--- config.mk ---
export PLATFORM = sky130hd
export DESIGN_NAME = mem_arbiter_flat
export DESIGN_NICKNAME = d
export VERILOG_FILES = /design/src/rtl/mem_arbiter_if.sv /design/src/rtl/mem_arbiter.sv /design/src/flat_wrapper.sv
export SDC_FILE = /design/constraint.sdc
export NUM_CORES = 1
export LEC_CHECK = 0
export CORE_ASPECT_RATIO = 0.5
export CORE_UTILIZATION = 50
export CTS_CLUSTER_DIAMETER = 80
export CTS_CLUSTER_SIZE = 16
export DETAILED_ROUTE_END_ITERATION = 12
export GPL_ROUTABILITY_DRIVEN = 0
export PLACE_DENSITY_LB_ADDON = 0.1
export SETUP_SLACK_MARGIN = 0.5
export SYNTH_ARGS = -nofsm -noshare
export SYNTH_HDL_FRONTEND = slang
export SYNTH_SLANG_ARGS = --single-unit
--- constraint.sdc ---
create_clock -name clk -period 6.6 [get_ports clk]
set_input_delay 1.32 -clock clk [delete_from_list [all_inputs] [get_ports clk]]
set_output_delay 1.32 -clock clk [all_outputs]
set_load 0.01 [all_outputs]
--- src/rtl/mem_arbiter_if.sv ---
// ---------------------------------------------------------------------------
// mem_arbiter_if
// Bundle of every handshake/bus signal around the memory arbiter: three
// requester ports (0 = audio, 1 = video, 2 = CPU), the single external
// memory port and the sticky status register.
//
// Modports:
//   slave  - used by the arbiter itself (it serves the requesters and
//            drives the memory port)
//   master - used by the surroundings: requesters, memory model, status reader
//
// Signals (N = 0..2):
//   reqN_addr/cs/we/din   requester -> arbiter, cs is a one-cycle strobe
//   reqN_dout/ack         arbiter -> requester, ack is a one-cycle pulse
//   mem_addr/cs/we/din    arbiter -> memory, cs is a one-cycle strobe
//   mem_dout/ack          memory -> arbiter, ack is a one-cycle pulse
//   status                sticky flags, [2:0] overflow, [5:3] timeout
//   status_clr            clears status (a new set in the same cycle wins)
// ---------------------------------------------------------------------------
interface mem_arbiter_if #(
  parameter int ADDR_W = 32,
  parameter int DATA_W = 32
);
  logic [ADDR_W-1:0] req0_addr, req1_addr, req2_addr;
  logic              req0_cs,   req1_cs,   req2_cs;
  logic              req0_we,   req1_we,   req2_we;
  logic [DATA_W-1:0] req0_din,  req1_din,  req2_din;
  logic [DATA_W-1:0] req0_dout, req1_dout, req2_dout;
  logic              req0_ack,  req1_ack,  req2_ack;

  logic [ADDR_W-1:0] mem_addr;
  logic              mem_cs;
  logic              mem_we;
  logic [DATA_W-1:0] mem_din;
  logic [DATA_W-1:0] mem_dout;
  logic              mem_ack;

  logic [5:0]        status;
  logic              status_clr;

  modport slave (
    input  req0_addr, req1_addr, req2_addr,
    input  req0_cs,   req1_cs,   req2_cs,
    input  req0_we,   req1_we,   req2_we,
    input  req0_din,  req1_din,  req2_din,
    output req0_dout, req1_dout, req2_dout,
    output req0_ack,  req1_ack,  req2_ack,
    output mem_addr, mem_cs, mem_we, mem_din,
    input  mem_dout, mem_ack,
    output status,
    input  status_clr
  );

  modport master (
    output req0_addr, req1_addr, req2_addr,
    output req0_cs,   req1_cs,   req2_cs,
    output req0_we,   req1_we,   req2_we,
    output req0_din,  req1_din,  req2_din,
    input  req0_dout, req1_dout, req2_dout,
    input  req0_ack,  req1_ack,  req2_ack,
    input  mem_addr, mem_cs, mem_we, mem_din,
    output mem_dout, mem_ack,
    input  status,
    output status_clr
  );
endinterface

--- src/rtl/mem_arbiter.sv ---
// ---------------------------------------------------------------------------
// mem_arbiter
// Shares one external memory port between three requesters. Each request
// strobe is latched into a one-deep per-port buffer, the buffered requests
// are serialised onto the memory port one at a time, and the read data and
// ack are routed back to the owner. Audio (port 0) always wins; video and
// CPU (ports 1/2) alternate round-robin. A watchdog completes a transaction
// with FILL_DATA if memory never acks.
//
// Ports:
//   clk  - system clock
//   res  - asynchronous active-low reset
//   bus  - mem_arbiter_if.slave: requester ports, memory port, status
//
// Parameters:
//   ADDR_W, DATA_W - address / data width
//   TIMEOUT        - cycles spent in WAIT before forced completion (>= 2)
//   FILL_DATA      - read data returned on timeout (audio silence)
// ---------------------------------------------------------------------------
module mem_arbiter #(
  parameter int                ADDR_W    = 32,
  parameter int                DATA_W    = 32,
  parameter int                TIMEOUT   = 64,
  parameter logic [DATA_W-1:0] FILL_DATA = DATA_W'(32'h80808080)
) (
  input logic          clk,
  input logic          res,
  mem_arbiter_if.slave bus
);

  localparam int               CNT_W    = (TIMEOUT > 2) ? $clog2(TIMEOUT) : 1;
  localparam logic [CNT_W-1:0] CNT_LAST = CNT_W'(TIMEOUT - 1);

  typedef enum logic {ST_IDLE, ST_WAIT} state_t;

  state_t            state_q, state_d;

  // requester inputs gathered into indexable form
  logic [2:0]        req_cs, req_we;
  logic [ADDR_W-1:0] req_addr [3];
  logic [DATA_W-1:0] req_din  [3];

  // one-deep request buffers
  logic [2:0]        pending_q;
  logic [ADDR_W-1:0] addr_q [3];
  logic [2:0]        we_q;
  logic [DATA_W-1:0] din_q  [3];

  logic [1:0]        owner_q, rr_q, winner;
  logic [2:0]        owner_oh;
  logic [CNT_W-1:0]  cnt_q;

  logic              mem_cs_q, mem_we_q;
  logic [ADDR_W-1:0] mem_addr_q;
  logic [DATA_W-1:0] mem_din_q;

  logic [2:0]        ack_q, ack_d;
  logic [DATA_W-1:0] dout_q [3];
  logic [5:0]        status_q;

  logic              grant, done, timed_out, mem_cs_d;
  logic [2:0]        clear_mask, accept, overflow, tmo_set;

  assign req_cs      = {bus.req2_cs, bus.req1_cs, bus.req0_cs};
  assign req_we      = {bus.req2_we, bus.req1_we, bus.req0_we};
  assign req_addr[0] = bus.req0_addr;
  assign req_addr[1] = bus.req1_addr;
  assign req_addr[2] = bus.req2_addr;
  assign req_din[0]  = bus.req0_din;
  assign req_din[1]  = bus.req1_din;
  assign req_din[2]  = bus.req2_din;

  assign owner_oh  = 3'b001 << owner_q;
  assign grant     = (state_q == ST_IDLE) && (|pending_q);
  // a real ack always beats the watchdog when both land in the same cycle
  assign done      = (state_q == ST_WAIT) && (bus.mem_ack || (cnt_q == CNT_LAST));
  assign timed_out = (state_q == ST_WAIT) && !bus.mem_ack && (cnt_q == CNT_LAST);

  // The owner's buffer frees up in its completion cycle, so a strobe arriving
  // in that same cycle is taken instead of being counted as an overflow.
  assign clear_mask = done ? owner_oh : 3'b000;
  assign accept     = req_cs & (~pending_q | clear_mask);
  assign overflow   = req_cs & pending_q & ~clear_mask;

  // Audio first; among video/CPU only a tie consults the round-robin pointer.
  always_comb begin
    winner = 2'd0;
    if (pending_q[0])                      winner = 2'd0;
    else if (pending_q[1] && pending_q[2]) winner = rr_q;
    else if (pending_q[1])                 winner = 2'd1;
    else if (pending_q[2])                 winner = 2'd2;
  end

  always_ff @(posedge clk or negedge res) begin
    if (!res) state_q <= ST_IDLE;
    else      state_q <= state_d;
  end

  always_comb begin
    state_d = state_q;
    case (state_q)
      ST_IDLE: if (grant) state_d = ST_WAIT;
      ST_WAIT: if (done)  state_d = ST_IDLE;
      default: state_d = ST_IDLE;
    endcase
  end

  always_comb begin
    mem_cs_d = 1'b0;
    ack_d    = 3'b000;
    tmo_set  = 3'b000;
    case (state_q)
      ST_IDLE: mem_cs_d = grant;
      ST_WAIT: begin
        if (done)      ack_d   = owner_oh;
        if (timed_out) tmo_set = owner_oh;
      end
      default: ;
    endcase
  end

  // Request capture: a new strobe (set) wins over the completion (clear).
  always_ff @(posedge clk or negedge res) begin
    if (!res) begin
      pending_q <= 3'b000;
      we_q      <= 3'b000;
      for (int n = 0; n < 3; n++) begin
        addr_q[n] <= '0;
        din_q[n]  <= '0;
      end
    end else begin
      pending_q <= (pending_q & ~clear_mask) | accept;
      for (int n = 0; n < 3; n++) begin
        if (accept[n]) begin
          addr_q[n] <= req_addr[n];
          we_q[n]   <= req_we[n];
          din_q[n]  <= req_din[n];
        end
      end
    end
  end

  // Memory side: the address/data registers only load on a grant, so they
  // hold steady for the whole WAIT phase.
  always_ff @(posedge clk or negedge res) begin
    if (!res) begin
      mem_cs_q   <= 1'b0;
      mem_we_q   <= 1'b0;
      mem_addr_q <= '0;
      mem_din_q  <= '0;
      owner_q    <= 2'd0;
      rr_q       <= 2'd1;
      cnt_q      <= '0;
    end else begin
      mem_cs_q <= mem_cs_d;
      if (grant) begin
        mem_addr_q <= addr_q[winner];
        mem_we_q   <= we_q[winner];
        mem_din_q  <= din_q[winner];
        owner_q    <= winner;
        cnt_q      <= '0;
        if (winner == 2'd1)      rr_q <= 2'd2;
        else if (winner == 2'd2) rr_q <= 2'd1;
      end else if ((state_q == ST_WAIT) && !done) begin
        cnt_q <= cnt_q + CNT_W'(1);
      end
    end
  end

  // Requester side: dout keeps its value between acks.
  always_ff @(posedge clk or negedge res) begin
    if (!res) begin
      ack_q    <= 3'b000;
      status_q <= 6'b000000;
      for (int n = 0; n < 3; n++) dout_q[n] <= '0;
    end else begin
      ack_q    <= ack_d;
      status_q <= (bus.status_clr ? 6'b000000 : status_q) | {tmo_set, overflow};
      for (int n = 0; n < 3; n++) begin
        if (ack_d[n]) dout_q[n] <= bus.mem_ack ? bus.mem_dout : FILL_DATA;
      end
    end
  end

  assign bus.mem_cs    = mem_cs_q;
  assign bus.mem_we    = mem_we_q;
  assign bus.mem_addr  = mem_addr_q;
  assign bus.mem_din   = mem_din_q;
  assign bus.req0_ack  = ack_q[0];
  assign bus.req1_ack  = ack_q[1];
  assign bus.req2_ack  = ack_q[2];
  assign bus.req0_dout = dout_q[0];
  assign bus.req1_dout = dout_q[1];
  assign bus.req2_dout = dout_q[2];
  assign bus.status    = status_q;

endmodule

--- src/flat_wrapper.sv ---
// flat-port wrapper written by rule: the top's interface ports become plain ports
module mem_arbiter_flat 
#(
  parameter int                ADDR_W    = 32,
  parameter int                DATA_W    = 32,
  parameter int                TIMEOUT   = 64,
  parameter logic [DATA_W-1:0] FILL_DATA = DATA_W'(32'h80808080)
)
  (clk, res, bus_req0_addr, bus_req1_addr, bus_req2_addr, bus_req0_cs, bus_req1_cs, bus_req2_cs, bus_req0_we, bus_req1_we, bus_req2_we, bus_req0_din, bus_req1_din, bus_req2_din, bus_req0_dout, bus_req1_dout, bus_req2_dout, bus_req0_ack, bus_req1_ack, bus_req2_ack, bus_mem_addr, bus_mem_cs, bus_mem_we, bus_mem_din, bus_mem_dout, bus_mem_ack, bus_status, bus_status_clr);
  mem_arbiter_if #(.ADDR_W(ADDR_W), .DATA_W(DATA_W)) bus_i ();
  input logic clk;
  input logic res;
  input wire logic [$bits(bus_i.req0_addr)-1:0] bus_req0_addr;
  input wire logic [$bits(bus_i.req1_addr)-1:0] bus_req1_addr;
  input wire logic [$bits(bus_i.req2_addr)-1:0] bus_req2_addr;
  input wire logic [$bits(bus_i.req0_cs)-1:0] bus_req0_cs;
  input wire logic [$bits(bus_i.req1_cs)-1:0] bus_req1_cs;
  input wire logic [$bits(bus_i.req2_cs)-1:0] bus_req2_cs;
  input wire logic [$bits(bus_i.req0_we)-1:0] bus_req0_we;
  input wire logic [$bits(bus_i.req1_we)-1:0] bus_req1_we;
  input wire logic [$bits(bus_i.req2_we)-1:0] bus_req2_we;
  input wire logic [$bits(bus_i.req0_din)-1:0] bus_req0_din;
  input wire logic [$bits(bus_i.req1_din)-1:0] bus_req1_din;
  input wire logic [$bits(bus_i.req2_din)-1:0] bus_req2_din;
  output wire logic [$bits(bus_i.req0_dout)-1:0] bus_req0_dout;
  output wire logic [$bits(bus_i.req1_dout)-1:0] bus_req1_dout;
  output wire logic [$bits(bus_i.req2_dout)-1:0] bus_req2_dout;
  output wire logic [$bits(bus_i.req0_ack)-1:0] bus_req0_ack;
  output wire logic [$bits(bus_i.req1_ack)-1:0] bus_req1_ack;
  output wire logic [$bits(bus_i.req2_ack)-1:0] bus_req2_ack;
  output wire logic [$bits(bus_i.mem_addr)-1:0] bus_mem_addr;
  output wire logic [$bits(bus_i.mem_cs)-1:0] bus_mem_cs;
  output wire logic [$bits(bus_i.mem_we)-1:0] bus_mem_we;
  output wire logic [$bits(bus_i.mem_din)-1:0] bus_mem_din;
  input wire logic [$bits(bus_i.mem_dout)-1:0] bus_mem_dout;
  input wire logic [$bits(bus_i.mem_ack)-1:0] bus_mem_ack;
  output wire logic [$bits(bus_i.status)-1:0] bus_status;
  input wire logic [$bits(bus_i.status_clr)-1:0] bus_status_clr;
  assign bus_i.req0_addr = bus_req0_addr;
  assign bus_i.req1_addr = bus_req1_addr;
  assign bus_i.req2_addr = bus_req2_addr;
  assign bus_i.req0_cs = bus_req0_cs;
  assign bus_i.req1_cs = bus_req1_cs;
  assign bus_i.req2_cs = bus_req2_cs;
  assign bus_i.req0_we = bus_req0_we;
  assign bus_i.req1_we = bus_req1_we;
  assign bus_i.req2_we = bus_req2_we;
  assign bus_i.req0_din = bus_req0_din;
  assign bus_i.req1_din = bus_req1_din;
  assign bus_i.req2_din = bus_req2_din;
  assign bus_req0_dout = bus_i.req0_dout;
  assign bus_req1_dout = bus_i.req1_dout;
  assign bus_req2_dout = bus_i.req2_dout;
  assign bus_req0_ack = bus_i.req0_ack;
  assign bus_req1_ack = bus_i.req1_ack;
  assign bus_req2_ack = bus_i.req2_ack;
  assign bus_mem_addr = bus_i.mem_addr;
  assign bus_mem_cs = bus_i.mem_cs;
  assign bus_mem_we = bus_i.mem_we;
  assign bus_mem_din = bus_i.mem_din;
  assign bus_i.mem_dout = bus_mem_dout;
  assign bus_i.mem_ack = bus_mem_ack;
  assign bus_status = bus_i.status;
  assign bus_i.status_clr = bus_status_clr;
  mem_arbiter #(.ADDR_W(ADDR_W), .DATA_W(DATA_W), .TIMEOUT(TIMEOUT), .FILL_DATA(FILL_DATA)) u_core (.clk(clk), .res(res), .bus(bus_i));
endmodule
==> summary.txt <==
outcome - finished clean
Hold WC Path Type - flop to flop
CTS Root Cell - clkbuf_16
post-detail-place hpwl - 26.38 mm
FF-to-FF Start - u_core.state_q$_DFF_PN0_
Seq pwr share - 44.5%
post-synthesis mux area share - 20.15%
Avg Inst Size Synth - 14.85 um2
Arr. time, crit path - 4.00 ns
hold endpoint - u_core.bus.req2_dout[7]$_DFFE_PN0P_
clk_lat worst skew - 0.56 ns
CTS Buf Count - 27
DRT iter0 DRCs - 570
initial antenna violation count - 3
post-route cell area - 20,250 um2
Total Power - 8934 uW
synthesis-stage register bit count - 380
R2R Setup Slk - 3.89 ns
Post-DRT Antenna Nets - 0
Clock power frac - 17.6%
Final Critical Period - 3.564 ns
combinational share of power - 37.9%
TNS Setup - 0 ns
Final nets - 1,633
sw frac - 31.04%
drt first pass iters - 5
synthesized area - 15,120 um2
Synth Area in Simple Gates - 1.358%
Reg2Reg Depth - 8
CTS tree - done
Critical Path Start - bus_mem_ack
Synth Area in Adders - 0.1655%
number of synthesized flops with an enable pin - 0
width of the die - 247.9 um
Layout fillers - 2,074
critical path peak fanout - 29
Synth Area in XOR/XNOR - 0%
Die Y - 124.9 um
worst relative slew slack - 14.74%
drt wl/cell - 22.15 um
P per Cell Area - 441.1 nW/um2
clock transition at the registers of the reported paths - 0.07 ns
Distinct cells, synth - 44
FP Rows - 44
CTS-repair resized insts - 0
hold_buf cts - 0
Area Growth Syn to Fin - 33.98%
I/O pin total - 405
leak pwr - 0.008805 uW
Synth async-reset ratio - 100.0%
Synth Area in Compound Gates - 12.47%
Remaining Overflow, GRT - 0
routed vias - 10,140
Cell Count, Final, Fillers Out - 1,803
Multi-input gate area - 5229 um2
Req. time, crit path - 7.03 ns
first-pass GRT wire length - 62.19 mm
H-tree depth - 1
drt drc - 0
# port buffers - 404
Slew Limit Fails - 0
Max rail drop VDD - 0.3273 mV
net switching power - 2773 uW
# Max-Cap Violations - 0
Final Hold Vio Count - 0
Fmax achieved - 280.6 MHz
Worst Tran Pin Value - 1.277 ns
worst hold slack - 0.4917 ns
Setup Skew - 0.01833 ns
top_reg_cell synth - dfrtp_1
synthesized instance count - 1,018
Cells after DPL - 1,759
largest net degree at the start of global routing - 148
post-CTS setup buffer count - 0
core area - 29,340 um2
Final Cycle Share - 54.00%
RSZ-0062 raised after global routing - no
die area - 30,970 um2
Bufs on Longest Clock Path - 3
number of global-route vias before repair - 10,880
GRT Total Usage - 25.89%
setup violators final - 0
aggregate routed wire length - 39.94 mm
largest family of logic cells by synthesized area - multiplexers
Initial Util - 51.51%
vias per cell - 5.622
RR Endpoint - u_core.addr_q[77]$_DFFE_PN0P_
post-synthesis net count - 1,254
CP Capture Type - flop
placed inst area - 19,480 um2
share of cells above drive strength 1 - 18.10%
hold path cells - 1
register area share after synthesis - 62.92%
clock sinks - 380
kind of critical path - primary input to flop
Internal Power - 6161 uW
register area - 9510 um2
critical path startpoint category - primary input
Yosys warning total - 0
min-delay src - u_core.bus.req2_dout[7]$_DFFE_PN0P_
-- cell usage in the layout (no fill, tap or decap), drive strengths merged, types with 9 or more instances in the layout --
cell,n
clkdlybuf4s50,403
dfrtp,379
mux2,196
a22o,84
o21ai,74
mux2i,65
a22oi,65
clkbuf,39
buf,16
inv,13
o22a,12
nand2,9
nor2,9
-- logic make-up (layout without fill, tap and decap cells) --
family / count (synthesis) / count (layout)
buffers and inverters: 81 / 472
DFF: 380 / 380
other: 0 / 3
muxes: 261 / 261
adders and majority gates: 2 / 2
AOI/OAI and AO/OA: 256 / 256
and+or+nand+nor: 38 / 38
-- stage by stage --
| stage | utilization, % | setup slack [ns] |
|---|---|---|
| CTS | 68.99 | 3.034 |
| finish | 69.02 | 3.036 |
| detailed placement | 66.40 | 2.461 |
| floorplan | - | 3.984 |
| global placement | 66.40 | 2.484 |
| global route | 69.02 | 2.909 |
-- power by group through the flow --
stage / Combinational [uW] / Sequential [uW] / Clock, uW
floorplan: 1640 / 4080 / 0
CTS: 3430 / 3970 / 1620
global route: 3640 / 4090 / 1710
global placement: 3320 / 3950 / 0
finish: 3380 / 3980 / 1570
detailed placement: 3410 / 4000 / 0
-- synth_stat cells, drive strengths merged, types with 2 or more instances --
cell	number	area, um2
mux2i	65	650.6
o21ai	74	374.1
dfrtp	379	9484
nand2b	4	25.02
o311ai	2	25.03
o21bai	2	15.01
a22o	84	735.7
o31ai	3	22.52
or2	3	18.77
inv	12	45.04
a22oi	65	488.0
nor2	9	33.78
clkbuf	34	127.6
o2bb2ai	3	26.28
a32o	3	30.03
buf	35	272.8
nand3	4	20.02
ha	2	25.02
mux2	196	2395
nor3	4	20.02
o22a	12	105.1
nand2	9	33.78
a31oi	2	12.51
-- metal layers --
| layer | vias up | GRT usage, % | part of all wire (%) |
|---|---|---|---|
| li1 | 4530 | - | - |
| met1 | 5267 | 33.36 | 41 |
| met2 | 284 | 45.22 | 51 |
| met3 | 56 | 4.830 | 5.6 |
| met4 | 0 | 6.279 | 2.1 |
| met5 | - | 0 | 0 |
-- state kept, by name, indices dropped and copies added, names as in the netlist, 6 cells and up --
name and cells:
u_core.addr_q 96, u_core.din_q 96, u_core.bus.mem_addr 32, u_core.bus.mem_din 32, u_core.bus.req0_dout 32, u_core.bus.req1_dout 32, u_core.bus.req2_dout 32, u_core.bus.status 6
u_core.cnt_q 6
-- final cells by class --
class,instances,area share (%)
multi-input combinational,557,25.82
tap,391,2.416
clock inverter,2,0.1915
clock buffer,39,3.559
sequential,380,46.96
inverter,12,0.2224
timing repair buffer,419,20.80
antenna,3,0.03707
-- critical path: stages --
cell and delay, ns:
clkdlybuf4s50_1 0.54, nand2_1 0.24, nor2_2 0.06, buf_4 0.24, nor2_2 0.17, inv_2 0.09
o21ai_4 0.66, buf_12 0.31, mux2_4 0.33
-- how the worst max path moves through the flow --
stage / end / cells past startpoint
3_3_place_gp: u_core.addr_q[88]$_DFFE_PN0P_ / 9
2_1_floorplan: u_core.addr_q[76]$_DFFE_PN0P_ / 8
6_report: u_core.addr_q[77]$_DFFE_PN0P_ / 9
5_1_grt: u_core.addr_q[77]$_DFFE_PN0P_ / 9
3_5_place_dp: u_core.addr_q[78]$_DFFE_PN0P_ / 9
4_1_cts: u_core.addr_q[77]$_DFFE_PN0P_ / 9
No activity file was read; power rests on OpenSTA's default activity.
